`config.mk`:
```
export PLATFORM = sky130hd
export DESIGN_NAME = mbe_final_cpa_pipe
export DESIGN_NICKNAME = d
export VERILOG_FILES = /design/src/rtl/mbe_final_cpa_pipe.sv
export SDC_FILE = /design/constraint.sdc
export NUM_CORES = 1
export LEC_CHECK = 0
export BUFFER_PORTS_ARGS = -buffer_cell sky130_fd_sc_hd__buf_2
export CAP_MARGIN = 25
export CORE_MARGIN = 2
export CORE_UTILIZATION = 54
export CTS_CLUSTER_DIAMETER = 150
export DETAILED_ROUTE_END_ITERATION = 8
export PLACE_DENSITY = 0.8
export SLEW_MARGIN = 20
export SYNTH_ARGS = -nofsm -noshare
export SYNTH_HDL_FRONTEND = slang
export SYNTH_SLANG_ARGS = --single-unit
```
`constraint.sdc`:
```
create_clock -name clk -period 2.6 [get_ports clk]
set_input_delay 0 -clock clk [delete_from_list [all_inputs] [get_ports clk]]
set_output_delay 0 -clock clk [all_outputs]
set_load 0.05 [all_outputs]
```
`src/rtl/mbe_final_cpa_pipe.sv`:
```
// Final carry-propagate adder for the MBE radix-8 multiplier.
// Resolves the compressor tree's sum/carry rows into the binary product
// through a two-stage split adder with valid/ready flow control.
module mbe_final_cpa_pipe #(
    parameter int WIDTH = 32,
    parameter int LO_W  = 16
) (
    input  logic             clk,
    input  logic             rst,
    input  logic             in_valid,
    output logic             in_ready,
    input  logic [WIDTH-1:0] sum_vec,
    input  logic [WIDTH-1:0] carry_vec,
    output logic             out_valid,
    input  logic             out_ready,
    output logic [WIDTH-1:0] product,
    output logic             out_cout
);

    localparam int HI_W = WIDTH - LO_W;

    // Unsigned add of two LO_W-bit slices, returning the carry in the MSB.
    function automatic logic [LO_W:0] add_lo(input logic [LO_W-1:0] a,
                                             input logic [LO_W-1:0] b);
        return {1'b0, a} + {1'b0, b};
    endfunction

    // Unsigned add of two HI_W-bit slices plus carry-in, carry in the MSB.
    function automatic logic [HI_W:0] add_hi(input logic [HI_W-1:0] a,
                                             input logic [HI_W-1:0] b,
                                             input logic            ci);
        return {1'b0, a} + {1'b0, b} + {{HI_W{1'b0}}, ci};
    endfunction

    // Carry row realigned to product weight; its MSB falls off the top.
    logic [WIDTH-1:0] cv;
    assign cv = {carry_vec[WIDTH-2:0], 1'b0};

    // Stage 1 registers: low-half result plus the untouched high slices.
    logic [LO_W-1:0] lo_p1;
    logic            c_p1;
    logic [HI_W-1:0] hs_p1;
    logic [HI_W-1:0] hc_p1;
    logic            vld_p1;

    // Stage 2 valid; the data registers are the product/out_cout ports.
    logic            vld_p2;

    logic            adv_p1;
    logic            adv_p2;
    logic [LO_W:0]   lo_sum;
    logic [HI_W:0]   hi_sum;

    assign adv_p2    = !vld_p2 || out_ready;
    assign adv_p1    = !vld_p1 || adv_p2;
    assign in_ready  = adv_p1;
    assign out_valid = vld_p2;

    assign lo_sum = add_lo(sum_vec[LO_W-1:0], cv[LO_W-1:0]);
    assign hi_sum = add_hi(hs_p1, hc_p1, c_p1);

    // ---- stage 0 -> stage 1: low-half add, capture high slices ----
    always_ff @(posedge clk) begin
        if (rst) begin
            vld_p1 <= 1'b0;
            lo_p1  <= '0;
            c_p1   <= 1'b0;
            hs_p1  <= '0;
            hc_p1  <= '0;
        end else if (adv_p1) begin
            vld_p1 <= in_valid;
            if (in_valid) begin
                lo_p1 <= lo_sum[LO_W-1:0];
                c_p1  <= lo_sum[LO_W];
                hs_p1 <= sum_vec[WIDTH-1:LO_W];
                hc_p1 <= cv[WIDTH-1:LO_W];
            end
        end
    end

    // ---- stage 1 -> stage 2: high-half add with split carry, hold on stall ----
    always_ff @(posedge clk) begin
        if (rst) begin
            vld_p2   <= 1'b0;
            product  <= '0;
            out_cout <= 1'b0;
        end else if (adv_p2) begin
            vld_p2 <= vld_p1;
            if (vld_p1) begin
                product  <= {hi_sum[HI_W-1:0], lo_p1};
                out_cout <= hi_sum[HI_W];
            end
        end
    end

endmodule
```
Word level (Yosys, flattened, before mapping)
Index checks and enable logic that the tools add are counted.
- $add $sub $neg: 3
- multipliers: 0
- divide/modulo/power cells: 0
- $lt $le $gt $ge: 0
- eq/ne operators: 0
- shifts and indexed selects: 0
- muxes and demuxes: 0
- bitwise logic cells: 0
- reductions and logical operators: 6
- operators by type and width (operator ; count):
    adder 16 x 16 -> 17 bit ; 2
    adder 17 x 1 -> 17 bit ; 1
    AND reduction 2 bit ; 2
    logical NOT 1 bit ; 2
    logical OR 1 bit ; 2
- register bits: 84
- latch bits: 0
- memory bits (writable): 0
- bits in read-only memories: 0
- output and inout port bits: 35
- logic and storage cells: 17
- memories: 0

Longest topological paths before layout
Gate-level depths: netlist (run 1).
- word-level depth: 4
- gate-level depth with buffers: 8
- depth with buffers taken out: 8

Worst setup path after synthesis (run 1)
OpenSTA, ideal clock, no wires.
- path type: reg2reg
- start point: reg c_p1
- end point: reg product[28]
- setup time: 0.133 ns
- arrival time: 2.197 ns
- data required time: 2.467 ns
- path slack: 0.271 ns
- stages on the path, launching flop included: 9
- buffers on the path: 0
- period minus slack after synthesis: 2.329 ns
- cell sequence: dfxtp_1 -> fa_1 -> fa_1 -> a211oi_2 -> nor4_2 -> o311ai_1 -> a21oi_1 -> xnor2_1 -> a21oi_1
- cells in the longest elaborated chain, start to end: 1
- RTL lines (element ; line ; RTL):
    from (decl) ; 41 ; logic c_p1;
    from (signal assigned) ; 74 ; c_p1 <= lo_sum[LO_W];
    adder 17 x 1 -> 17 bit ; 32 ; return {1'b0, a} + {1'b0, b} + {{HI_W{1'b0}}, ci};
    to (signal assigned) ; 90 ; product <= {hi_sum[HI_W-1:0], lo_p1};
    to (decl) ; 16 ; output logic [WIDTH-1:0] product,
No other way between the ends.
A chain may end at the register's enable or synchronous reset.

Worst setup path in the final report (run 1)
- start point: reg c_p1
- end point: reg product[30]
The elaborated chain is that of the path after synthesis.

==> results of run 1 <==
==> how the worst min path moves through the flow <==
stage,start,end,slack (ps),cells past startpoint
after floorplan,in_valid,vld_p1$_SDFFE_PP0N_,120,2
after global placement,sum_vec[23],hs_p1[7]$_SDFFE_PP0P_,240,3
after detailed placement,carry_vec[24],hc_p1[9]$_SDFFE_PP0P_,250,3
after CTS,carry_vec[0],lo_p1[1]$_SDFFE_PP0P_,20,4
after global routing,rst,vld_p1$_SDFFE_PP0N_,60,2
final,carry_vec[0],lo_p1[1]$_SDFFE_PP0P_,20,4
==> power by group through the flow <==
stage | clock network (mW) | registers [mW] | logic, mW
after floorplan | 0 | 1.50 | 0.365
after global placement | 0 | 1.43 | 0.586
after detailed placement | 0 | 1.44 | 0.600
after CTS | 0.956 | 1.41 | 0.644
after global routing | 1.01 | 1.42 | 0.718
final | 0.944 | 1.41 | 0.652
==> worst max-delay path, cell delays in order (launching register included) <==
cell      delay [ps]
dfxtp_1          340
fa_1             450
fa_2             390
a211oi_2         300
nor4_2           100
o31ai_1          310
o21bai_1         140
xnor2_1          130
o31ai_1          210
==> area by class of cell <==
cell class	count	area, sq um	share of cell area [%]
tap	102	128	2.32
clock buffer	9	124	2.25
inverter	4	15.0	0.273
timing repair buffer	145	923	16.8
antenna	1	2.50	0.0455
sequential	84	1680	30.6
clock inverter	7	75.1	1.37
multi-input combinational	424	2550	46.4
==> routing by layer <==
layer / track usage (%) / wire length (um) / up-vias
met5: 0 / 0 / -
met4: 10.1 / 315 / 0
met3: 4.74 / 550 / 28
met2: 41.4 / 5040 / 138
met1: 33.4 / 5080 / 1980
li1: - / - / 2159
==> synthesized netlist by cell type, types with 2 or more instances <==
library cell  instances
a41oi_1               2
o21bai_1              4
o211ai_1              2
o21a_1                3
nand2_1             139
nor4b_1               2
or3_1                 2
dfxtp_1              84
and2_1                5
nand2b_1              3
buf_1                 7
nand4_1               4
nor3_1                6
o211a_1               2
inv_1                 4
clkbuf_1             20
o31ai_1               3
a211o_1               3
nor2_1               22
o21ai_1               4
a21o_1               12
a21oi_1              88
nor2b_1               4
a311oi_1              2
nand3_1              11
fa_1                  3
ha_1                 30
a211oi_1              6
a2111oi_0             3
nand3b_1              2
xnor2_1              11
and3_1               10
buf_2                 3
o21ai_0              12
a21oi_2               3
a211oi_2              2
a311o_1               4
==> flip-flops by register name (all words and copies together) (netlist names) <==
signal	flops
out_cout	1
hs_p1	16
hc_p1	16
vld_p1	1
c_p1	1
out_valid	1
product	32
lo_p1	16
==> cell usage in the layout, fill, tap and decap left out, types with 10 or more instances in the layout <==
| cell type | instances |
|---|---|
| o21ai_0 | 12 |
| nand3_1 | 11 |
| buf_2 | 101 |
| a21oi_1 | 88 |
| and3_1 | 10 |
| nor2_1 | 22 |
| nand2_1 | 138 |
| xnor2_1 | 11 |
| a21o_1 | 12 |
| ha_1 | 30 |
| dlygate4sd3_1 | 35 |
| dfxtp_1 | 84 |
==> what timing repair did <==
item	CTS	global route
gates resized for setup	0	2
endpoints found under the hold margin	35	0
hold buffers	35	0
endpoints found under the setup margin	0	2
buffers inserted	0	1
==> logic make-up (layout without fill, tap and decap cells) <==
group / after synthesis / in the layout / share of synthesized area, %
and+or+nand+nor: 214 / 214 / 21.4
AOI/OAI and AO/OA: 165 / 165 / 24.4
DFF: 84 / 84 / 38.7
buffers and inverters: 34 / 165 / 3.02
adders and majority gates: 33 / 33 / 10.0
xor gates and xnor gates: 12 / 12 / 2.42
other: 0 / 1 / 0
==> results.md, run 1 <==
* Sink Count at 84
* Die ar. at 8790 sq um
* Synthesized net count at 643
* Initial detailed-routing violation count at 217
* R2r endpoint: product[30]$_SDFFE_PP0P_
* Chip height at 93.7 um
* Ratio of cells with drive above 1 in the final layout at 21.2%
* Vias per cell at 5.55
* Cell variety after synth at 52
* Switching pwr at 0.929 mW
* Total power at 3.00 mW
* Placed cells at 723
* Pre-CTS setup slack at 110 ps
* Mapped cell area at 4350 sq um
* Max Clock Skew at 6.60 ps
* Outcome: completed
* Final Cycle Share at 94.5%
* Critical path origin: c_p1$_SDFFE_PP0P_
* Post-detail-place hpwl at 7.75 mm
* Drt drc at 0
* Critical Path RT at 2860 ps
* Achievable Freq at 407 MHz
* Final setup violation count at 0
* Largest net degree at the start of global routing at 39
* DRT antenna net count at 0
* Initial DRT Pass Iterations at 4
* Max clock buf depth at 2
* CTS buffer count at 9
* Worst setup EP type: flop
* Post-route cell area at 5500 sq um
* Area contributors post-synth: dfxtp_1 39%, nand2_1 12%, a21oi_1 10%
* Asr flop ratio synth at 0%
* Leakage at 2.44 nW
* Max-cap violations at 0
* Initial antenna violation count at 0
* Syn Inst Count at 542
* Power Internal at 2.07 mW
* Mean Syn Cell Area at 8.02 sq um
* Clock Power Share at 31.4%
* Worst R2R Setup Slack at 140 ps
* Hold_ws at 23.2 ps
* Num rows at 32
* Worst Setup EP: product[30]$_SDFFE_PP0P_
* Net count, final at 769
* Clock Latency Late Sink at 350 ps
* Reg power frac at 46.8%
* Post-route setup TNS at 0 ps
* R2R depth at 8
* Final Instance Count excl. Fillers at 776
* Vias in the first global route at 3961
* Ys Warns at 0
* EDFF count, synth at 0
* Routed len/inst at 14.2 um
* Crit-path max FO at 3
* Finished Core Util at 70.8%
* Pwr/cell area at 546 nW/um^2
* GRT Total Usage at 25.4%
* Ys flop type: dfxtp_1
* Comb power frac at 21.7%
* Io pins at 103
* Switching share of total power at 30.9%
* Die width at 93.7 um
* Final slew viol count at 0
* Placed inst area at 4930 sq um
* RSZ-0062 raised after global routing: no
* Final Hold Fails at 0
* CTS H-tree lvls at 3
* Worst Hold Class: in -> reg
* Area Overhead vs Synth at 26.5%
* Seq cells post-synth at 84
* Startpoint Class: flop
* Via count at 4305
* Root buf cell: clkbuf_8
* CTS tree: yes
* Sequential area share after synthesis at 38.7%
* Slew @ Worst Pin at 814 ps
* # port buffers at 101
* Core Box Area at 7770 sq um
* Worst vdd ir at 0.402 mV
* Filler cell count at 633
* Leading area contributor after synthesis: dfxtp_1
* Grt ovf at 0
* Final GP Congestion at 0.921
* Tmin final at 2460 ps
* First-pass GRT wire length at 17.9 mm
* Path type of the worst setup path: reg -> reg
* Final wirelength at 11.0 mm
* Rel. slew slack at 45.7%
* Share of the synthesized area in the top cell type at 38.7%
* Worst Path Arrival at 2720 ps
* CTS clk-pin slew, worst paths at 90 ps
* Initial Utilization at 56.0%
* Reg2Reg Launch Point: c_p1$_SDFFE_PP0P_
* Setup slack after layout at 143 ps
Note: power is estimated with default switching activity, not from simulation.
==> run 2, diff against run 1 <==
--- a/config.mk
+++ b/config.mk
@@ -5,9 +5,9 @@
 export SDC_FILE = /design/constraint.sdc
 export NUM_CORES = 1
 export LEC_CHECK = 0
-export BUFFER_PORTS_ARGS = -buffer_cell sky130_fd_sc_hd__buf_2
+export BUFFER_PORTS_ARGS = -buffer_cell sky130_fd_sc_hd__buf_4
 export CAP_MARGIN = 25
-export CORE_MARGIN = 2
+export CORE_MARGIN = 1.5
 export CORE_UTILIZATION = 54
 export CTS_CLUSTER_DIAMETER = 150
 export DETAILED_ROUTE_END_ITERATION = 8
==> results.md, run 2 (synthesis gave the netlist of run 1 again) <==
* WHS Endpoint: lo_p1[1]$_SDFFE_PP0P_
* Final Cycle Share at 93.6% (-0.92 points)
* WHS Path Cells at 4 (unchanged)
* Leakage at 2.51 nW (+2.8%)
* RSZ-0062 raised after global routing: no
* Most frequent cells in the layout: 138 x nand2_1, 107 x buf_4, 88 x a21oi_1
* CTS tree: yes
* Max Clock Skew at 6.97 ps (+0.367 ps)
* Initial Utilization at 56.0% (unchanged)
* CP top delay family: adder cells
* Final setup violation count at 0 (unchanged)
* Post-route setup TNS at 0 ps (unchanged)
* Pwr/cell area at 535 nW/um^2 (-2.0%)
* Post-detail-place hpwl at 8.20 mm (+5.8%)
* CTS H-tree lvls at 3 (unchanged)
* Hold Path Origin: carry_vec[0]
* Buf/Inv on CP at 0 (unchanged)
* Worst Path Arrival at 2630 ps (-90 ps)
* Most common cell after layout, fill and taps aside: nand2_1
* Setup slack after layout at 167 ps (+24.0 ps)
* Core Box Area at 7770 sq um (unchanged)
* Most used cell, CP: a21oi_1
* Crit-path max FO at 3 (unchanged)
* Worst R2R Setup Slack at 170 ps (+20 ps)
* Initial detailed-routing violation count at 229 (+5.5%)
* Drt drc at 0 (unchanged)
* Path type of the worst setup path: reg -> reg
* Worst setup EP type: flop
* CTS buffer count at 9 (unchanged)
* Slowest stage delay, CP at 470 ps (+20 ps)
* Final GP Congestion at 0.890 (-3.3%)
* GRT Total Usage at 28.5% (+3.0 points)
* Rel. slew slack at 48.3% (+2.5 points)
* R2R depth at 8 (unchanged)
* Storage element area at 1680 sq um (unchanged)
* Vias per cell at 5.75 (+3.6%)
* Via count at 4448 (+3.3%)
* Worst vdd ir at 0.342 mV (-15%)
* First-pass GRT wire length at 19.6 mm (+9.6%)
* Final Hold Fails at 0 (unchanged)
* Initial antenna violation count at 0 (unchanged)
* CTS clk-pin slew, worst paths at 80 ps (about the same)
* Final wirelength at 11.8 mm (+7.3%)
* Net count, final at 768 (-0.13%)
* Clock Latency Late Sink at 350 ps (about the same)
* Biggest register: product
* Slew @ Worst Pin at 772 ps (-41.6 ps)
* Post-CTS setup buffers at 0 (unchanged)
* Total power at 3.09 mW (+2.9%)
* Area Overhead vs Synth at 32.9%
* Max-cap violations at 0 (unchanged)
* Post-route cell area at 5780 sq um (+5.1%)
* Worst Hold Class: in -> reg
* Final slew viol count at 0 (unchanged)
* Multi-input gate area at 2560 sq um (+0.49%)
* Die ar. at 8600 sq um (-2.1%)
* Pre-CTS setup slack at 58.7 ps (-51.0 ps)
* Reg2Reg Launch Point: c_p1$_SDFFE_PP0P_
* DRT antenna net count at 0 (unchanged)
* Tmin final at 2430 ps (-24.0 ps)
* Achievable Freq at 411 MHz (+0.99%)
* Placed inst area at 5170 sq um (+4.8%)
* Critical Path RT at 2800 ps (-60 ps)
* Ratio of cells with drive above 1 in the final layout at 21.1% (-0.12 points)
* N_diodes at 0 (-1)
* Initial DRT Pass Iterations at 5 (+1)
* Largest net degree at the start of global routing at 59 (+51%)
* Outcome: completed
* # port buffers at 101 (unchanged)
* Crit-path slowest cell: fa_1
* Io pins at 103 (unchanged)
* Max clock buf depth at 2 (unchanged)
* Filler cell count at 619 (-2.2%)
* Worst-path cell chain: fa_1 > fa_2 > a211oi_4 > nor4_2 > o311ai_2 > a21oi_1 > xnor2_1 > a21oi_1
* Vias in the first global route at 4209 (+6.3%)
* Routed len/inst at 15.2 um (+7.6%)
* Chip height at 92.7 um (-1.1%)
* Largest register FFs at 32 (unchanged)
* R2r endpoint: product[28]$_SDFFE_PP0P_
* Root buf cell: clkbuf_8
* Die width at 92.7 um (-1.1%)
* Grt ovf at 0 (unchanged)
* Startpoint Class: flop
* Num rows at 32 (unchanged)
* Sink Count at 84 (unchanged)
==> run 2: worst reg2reg max path, cell delays in order (launching register included) <==
cell and delay, ps:
dfxtp_1 350, fa_1 470, fa_2 410, a211oi_4 270
nor4_2 100, o311ai_2 300, a21oi_1 150, xnor2_1 160
a21oi_1 80
==> run 2: area by class of cell <==
class	instances	share of cell area, %
clock buffer	11	2.62
clock inverter	5	1.04
inverter	4	0.260
multi-input combinational	424	44.4
sequential	84	29.1
tap	102	2.21
timing repair buffer	144	20.4
==> run 2: what timing repair did <==
| item | 4_1_cts | 5_1_grt |
|---|---|---|
| hold endpoints to repair | 36 | 0 |
| endpoints found under the setup margin | 0 | 3 |
| gates resized for setup | 0 | 4 |
| hold buffers | 36 | 0 |
==> run 2: metal layers <==
metal | global-route usage, % | part of all wire [%] | up-vias
li1 | - | - | 2166
met1 | 36.8 | 44 | 2112
met3 | 3.78 | 4.7 | 23
met2 | 48.7 | 49 | 147
met5 | 0 | 0 | -
met4 | 9.85 | 2.0 | 0
==> run 2: metrics by stage <==
| step | utilization [%] | hold slack [ps] | instances |
|---|---|---|---|
| after floorplan | - | 117 | 542 |
| after global placement | 66.5 | 237 | 721 |
| after detailed placement | 66.5 | 247 | 721 |
| after CTS | 73.9 | 21.8 | 773 |
| after global routing | 74.4 | 44.3 | 774 |
| final | 74.4 | 33.2 | 774 |
==> run 2: worst max-delay path by stage <==
| stage | start | endpoint | slack [ps] | cells after the start |
|---|---|---|---|---|
| global route | c_p1$_SDFFE_PP0P_ | product[30]$_SDFFE_PP0P_ | 30 | 8 |
| detailed placement | c_p1$_SDFFE_PP0P_ | product[28]$_SDFFE_PP0P_ | 60 | 8 |
| CTS | c_p1$_SDFFE_PP0P_ | product[28]$_SDFFE_PP0P_ | 40 | 8 |
| floorplan | c_p1$_SDFFE_PP0P_ | product[28]$_SDFFE_PP0P_ | 270 | 8 |
| finish | c_p1$_SDFFE_PP0P_ | product[28]$_SDFFE_PP0P_ | 170 | 8 |
| global placement | c_p1$_SDFFE_PP0P_ | product[28]$_SDFFE_PP0P_ | 90 | 8 |
==> run 2: power breakdown <==
group          leakage [nW]  internal (mW)  switching, mW
Combinational          1.72          0.306          0.400
Sequential            0.689           1.36         0.0467
Clock                 0.106          0.498          0.478
Total                  2.51           2.17          0.925
==> run 3, diff against run 2 <==
--- a/config.mk
+++ b/config.mk
@@ -7,11 +7,13 @@
 export LEC_CHECK = 0
 export BUFFER_PORTS_ARGS = -buffer_cell sky130_fd_sc_hd__buf_4
 export CAP_MARGIN = 25
+export CELL_PAD_IN_SITES_DETAIL_PLACEMENT = 0
+export CELL_PAD_IN_SITES_GLOBAL_PLACEMENT = 2
 export CORE_MARGIN = 1.5
-export CORE_UTILIZATION = 54
+export CORE_UTILIZATION = 31
 export CTS_CLUSTER_DIAMETER = 150
 export DETAILED_ROUTE_END_ITERATION = 8
-export PLACE_DENSITY = 0.8
+export PLACE_DENSITY_LB_ADDON = 0.1
 export SLEW_MARGIN = 20
 export SYNTH_ARGS = -nofsm -noshare
 export SYNTH_HDL_FRONTEND = slang
==> results.md, run 3 (synthesis gave the netlist of run 1 again) <==
* Core Box Area at 13800 sq um (+77%)
* Clock Latency Late Sink at 330 ps (-20 ps)
* Worst setup EP type: flop
* Placed inst area at 5290 sq um (+2.4%)
* Critical Path RT at 2790 ps (about the same)
* Rel. slew slack at 39.3% (-9.0 points)
* Worst vdd ir at 0.321 mV (-5.9%)
* CTS H-tree lvls at 3 (unchanged)
* Post-route cell area at 5990 sq um (+3.7%)
* DRT antenna net count at 0 (unchanged)
* Initial detailed-routing violation count at 185 (-19%)
* N_diodes at 0 (unchanged)
* Chip height at 121 um (+31%)
* Io pins at 103 (unchanged)
* Met3 Wirelength at 459 um (-17%)
* GRT Total Usage at 17.2% (-11 points)
* Switching pwr at 0.959 mW (+3.7%)
* Root buf cell: clkbuf_16
* Filler cell count at 1452 (+130%)
* Via count at 4191 (-5.8%)
* CTS clk-pin slew, worst paths at 60 ps (-20 ps)
* Met1 WL at 6.08 mm (+17%)
* Power Internal at 2.54 mW (+17%)
* Sink Count at 84 (unchanged)
* Largest net degree at the start of global routing at 46 (-22%)
* Biggest register: product
* R2R depth at 8 (unchanged)
* Pwr/cell area at 584 nW/um^2 (+9.1%)
* CTS tree: yes
* Achievable Freq at 411 MHz (about the same)
* Worst Hold Class: in -> reg
* Worst-path cell chain: fa_1 > fa_1 > a211oi_4 > nor4_2 > o311ai_2 > a21oi_1 > xnor2_1 > a21oi_1
* Final wirelength at 12.2 mm (+3.4%)
* Slowest stage delay, CP at 470 ps (about the same)
* Die width at 121 um (+31%)
* Post-CTS setup buffers at 0 (unchanged)
* Most common cell after layout, fill and taps aside: nand2_1
* Finished Core Util at 43.5% (-31 points)
* DR top layer: met4
* Switching share of total power at 27.4% (-2.5 points)
* Die ar. at 14700 sq um (+71%)
* Reg2Reg Launch Point: c_p1$_SDFFE_PP0P_
* Comb power frac at 20.0% (-2.8 points)
* Routed len/inst at 14.3 um (-6.1%)
* Vias per cell at 4.92 (-14%)
* Setup slack after layout at 165 ps (-1.50 ps)
* Path type of the worst setup path: reg -> reg
* Max clock buf depth at 2 (unchanged)
* Ratio of cells with drive above 1 in the final layout at 21.1% (unchanged)
* Initial Utilization at 31.6% (-24 points)
* Final setup violation count at 0 (unchanged)
* Max Clock Skew at 6.49 ps (-0.485 ps)
* R2r endpoint: product[28]$_SDFFE_PP0P_
* Worst Setup EP: product[28]$_SDFFE_PP0P_
* Largest register FFs at 32 (unchanged)
* # port buffers at 101 (unchanged)
* Reg power frac at 40.3% (-5.3 points)
* Grt ovf at 0 (unchanged)
* Critical path origin: c_p1$_SDFFE_PP0P_
* Max-cap violations at 0 (unchanged)
* Tmin final at 2430 ps (+1.50 ps)
* Num rows at 43 (+34%)
* Routed length on met2 at 5.55 mm (-4.4%)
* CTS buffer count at 9 (unchanged)
* First-pass GRT wire length at 19.9 mm (+1.3%)
* RSZ-0062 raised after global routing: yes
* Startpoint Class: flop
* Worst Path Arrival at 2620 ps (about the same)
* Final GP Congestion at 0.789 (-11%)
* Post-detail-place hpwl at 8.81 mm (+7.4%)
* Final slew viol count at 0 (unchanged)
* Final Hold Fails at 0 (unchanged)
* Area Overhead vs Synth at 37.8%
* Outcome: completed
* Net count, final at 768 (unchanged)
* Most frequent cells in the layout: 138 x nand2_1, 108 x buf_4, 88 x a21oi_1
* Pre-CTS setup slack at 34.1 ps (-24.6 ps)
* Clock Power Share at 39.7% (+8.1 points)
* Crit-path slowest cell: fa_1
* Initial antenna violation count at 0 (unchanged)
* Vias in the first global route at 3992 (-5.2%)
* Crit-path max FO at 3 (unchanged)
* Leakage at 2.57 nW (+2.2%)
* Final Cycle Share at 93.7% (about the same)
* Drt drc at 0 (unchanged)
* Initial DRT Pass Iterations at 4 (-1)
* Worst R2R Setup Slack at 170 ps (about the same)
* Slew @ Worst Pin at 911 ps (+139 ps)
[run 3: changes by cell type in the layout (fill, tap and decap cells not counted), sizes merged]
cell         delta
buf             +1
bufinv          +1
clkinv          -1
dlygate4sd3     -1
[run 3: repair_timing]
action	4_1_cts	5_1_grt
hold endpoints to repair	35	0
setup endpoints to repair	0	3
hold buffers	35	0
gates resized for setup	0	3
[run 3: cell type report]
type                    instances  area [sq um]  area share (%)
inverters                       4          15.0           0.251
well taps                     180           225            3.76
flip-flops and latches         84          1680            28.1
clock inverters                 5          85.1            1.42
clock buffers                  11           243            4.05
multi-input cells             424          2560            42.7
repair buffers                144          1180            19.7
[run 3: worst min path at each step]
stage | start | endpoint | slack (ps) | cells after the start
floorplan | in_valid | vld_p1$_SDFFE_PP0N_ | 120 | 2
global placement | in_valid | vld_p1$_SDFFE_PP0N_ | 240 | 3
detailed placement | in_valid | vld_p1$_SDFFE_PP0N_ | 250 | 3
CTS | carry_vec[0] | lo_p1[1]$_SDFFE_PP0P_ | 30 | 4
global route | carry_vec[0] | lo_p1[1]$_SDFFE_PP0P_ | 60 | 4
finish | carry_vec[0] | lo_p1[1]$_SDFFE_PP0P_ | 30 | 4
[run 3: power by group through the flow]
stage / Sequential [mW] / Clock, mW / Combinational [mW]
floorplan: 1.50 / 0 / 0.365
finish: 1.41 / 1.39 / 0.701
global placement: 1.44 / 0 / 0.658
global route: 1.42 / 1.48 / 0.778
CTS: 1.41 / 1.43 / 0.706
detailed placement: 1.44 / 0 / 0.660
[run 3: critical path: cells and delay by family, from the launching register on]
family	cells	cell delay [ps]
and+or+nand+nor	1	100
xor gates and xnor gates	1	150
adders and majority gates	2	910
DFF	1	330
AOI/OAI and AO/OA	4	790
[run 3: stage by stage]
step           power, mW  instances  TNS, ps  hold slack [ps]
3_3_place_gp        2.10        801        0              236
3_5_place_dp        2.10        801        0              245
4_1_cts             3.55        852        0             30.2
5_1_grt             3.68        852    -4.14             60.9
2_1_floorplan       1.87        542        0              117
6_report            3.50        852        0             33.3
[run 3: layer usage]
metal  vias to the layer above  GRT usage (%)
li1                       2162              -
met1                      1947           24.2
met2                        75           27.2
met3                         7           3.29
met4                         0           3.97
met5                         -              0
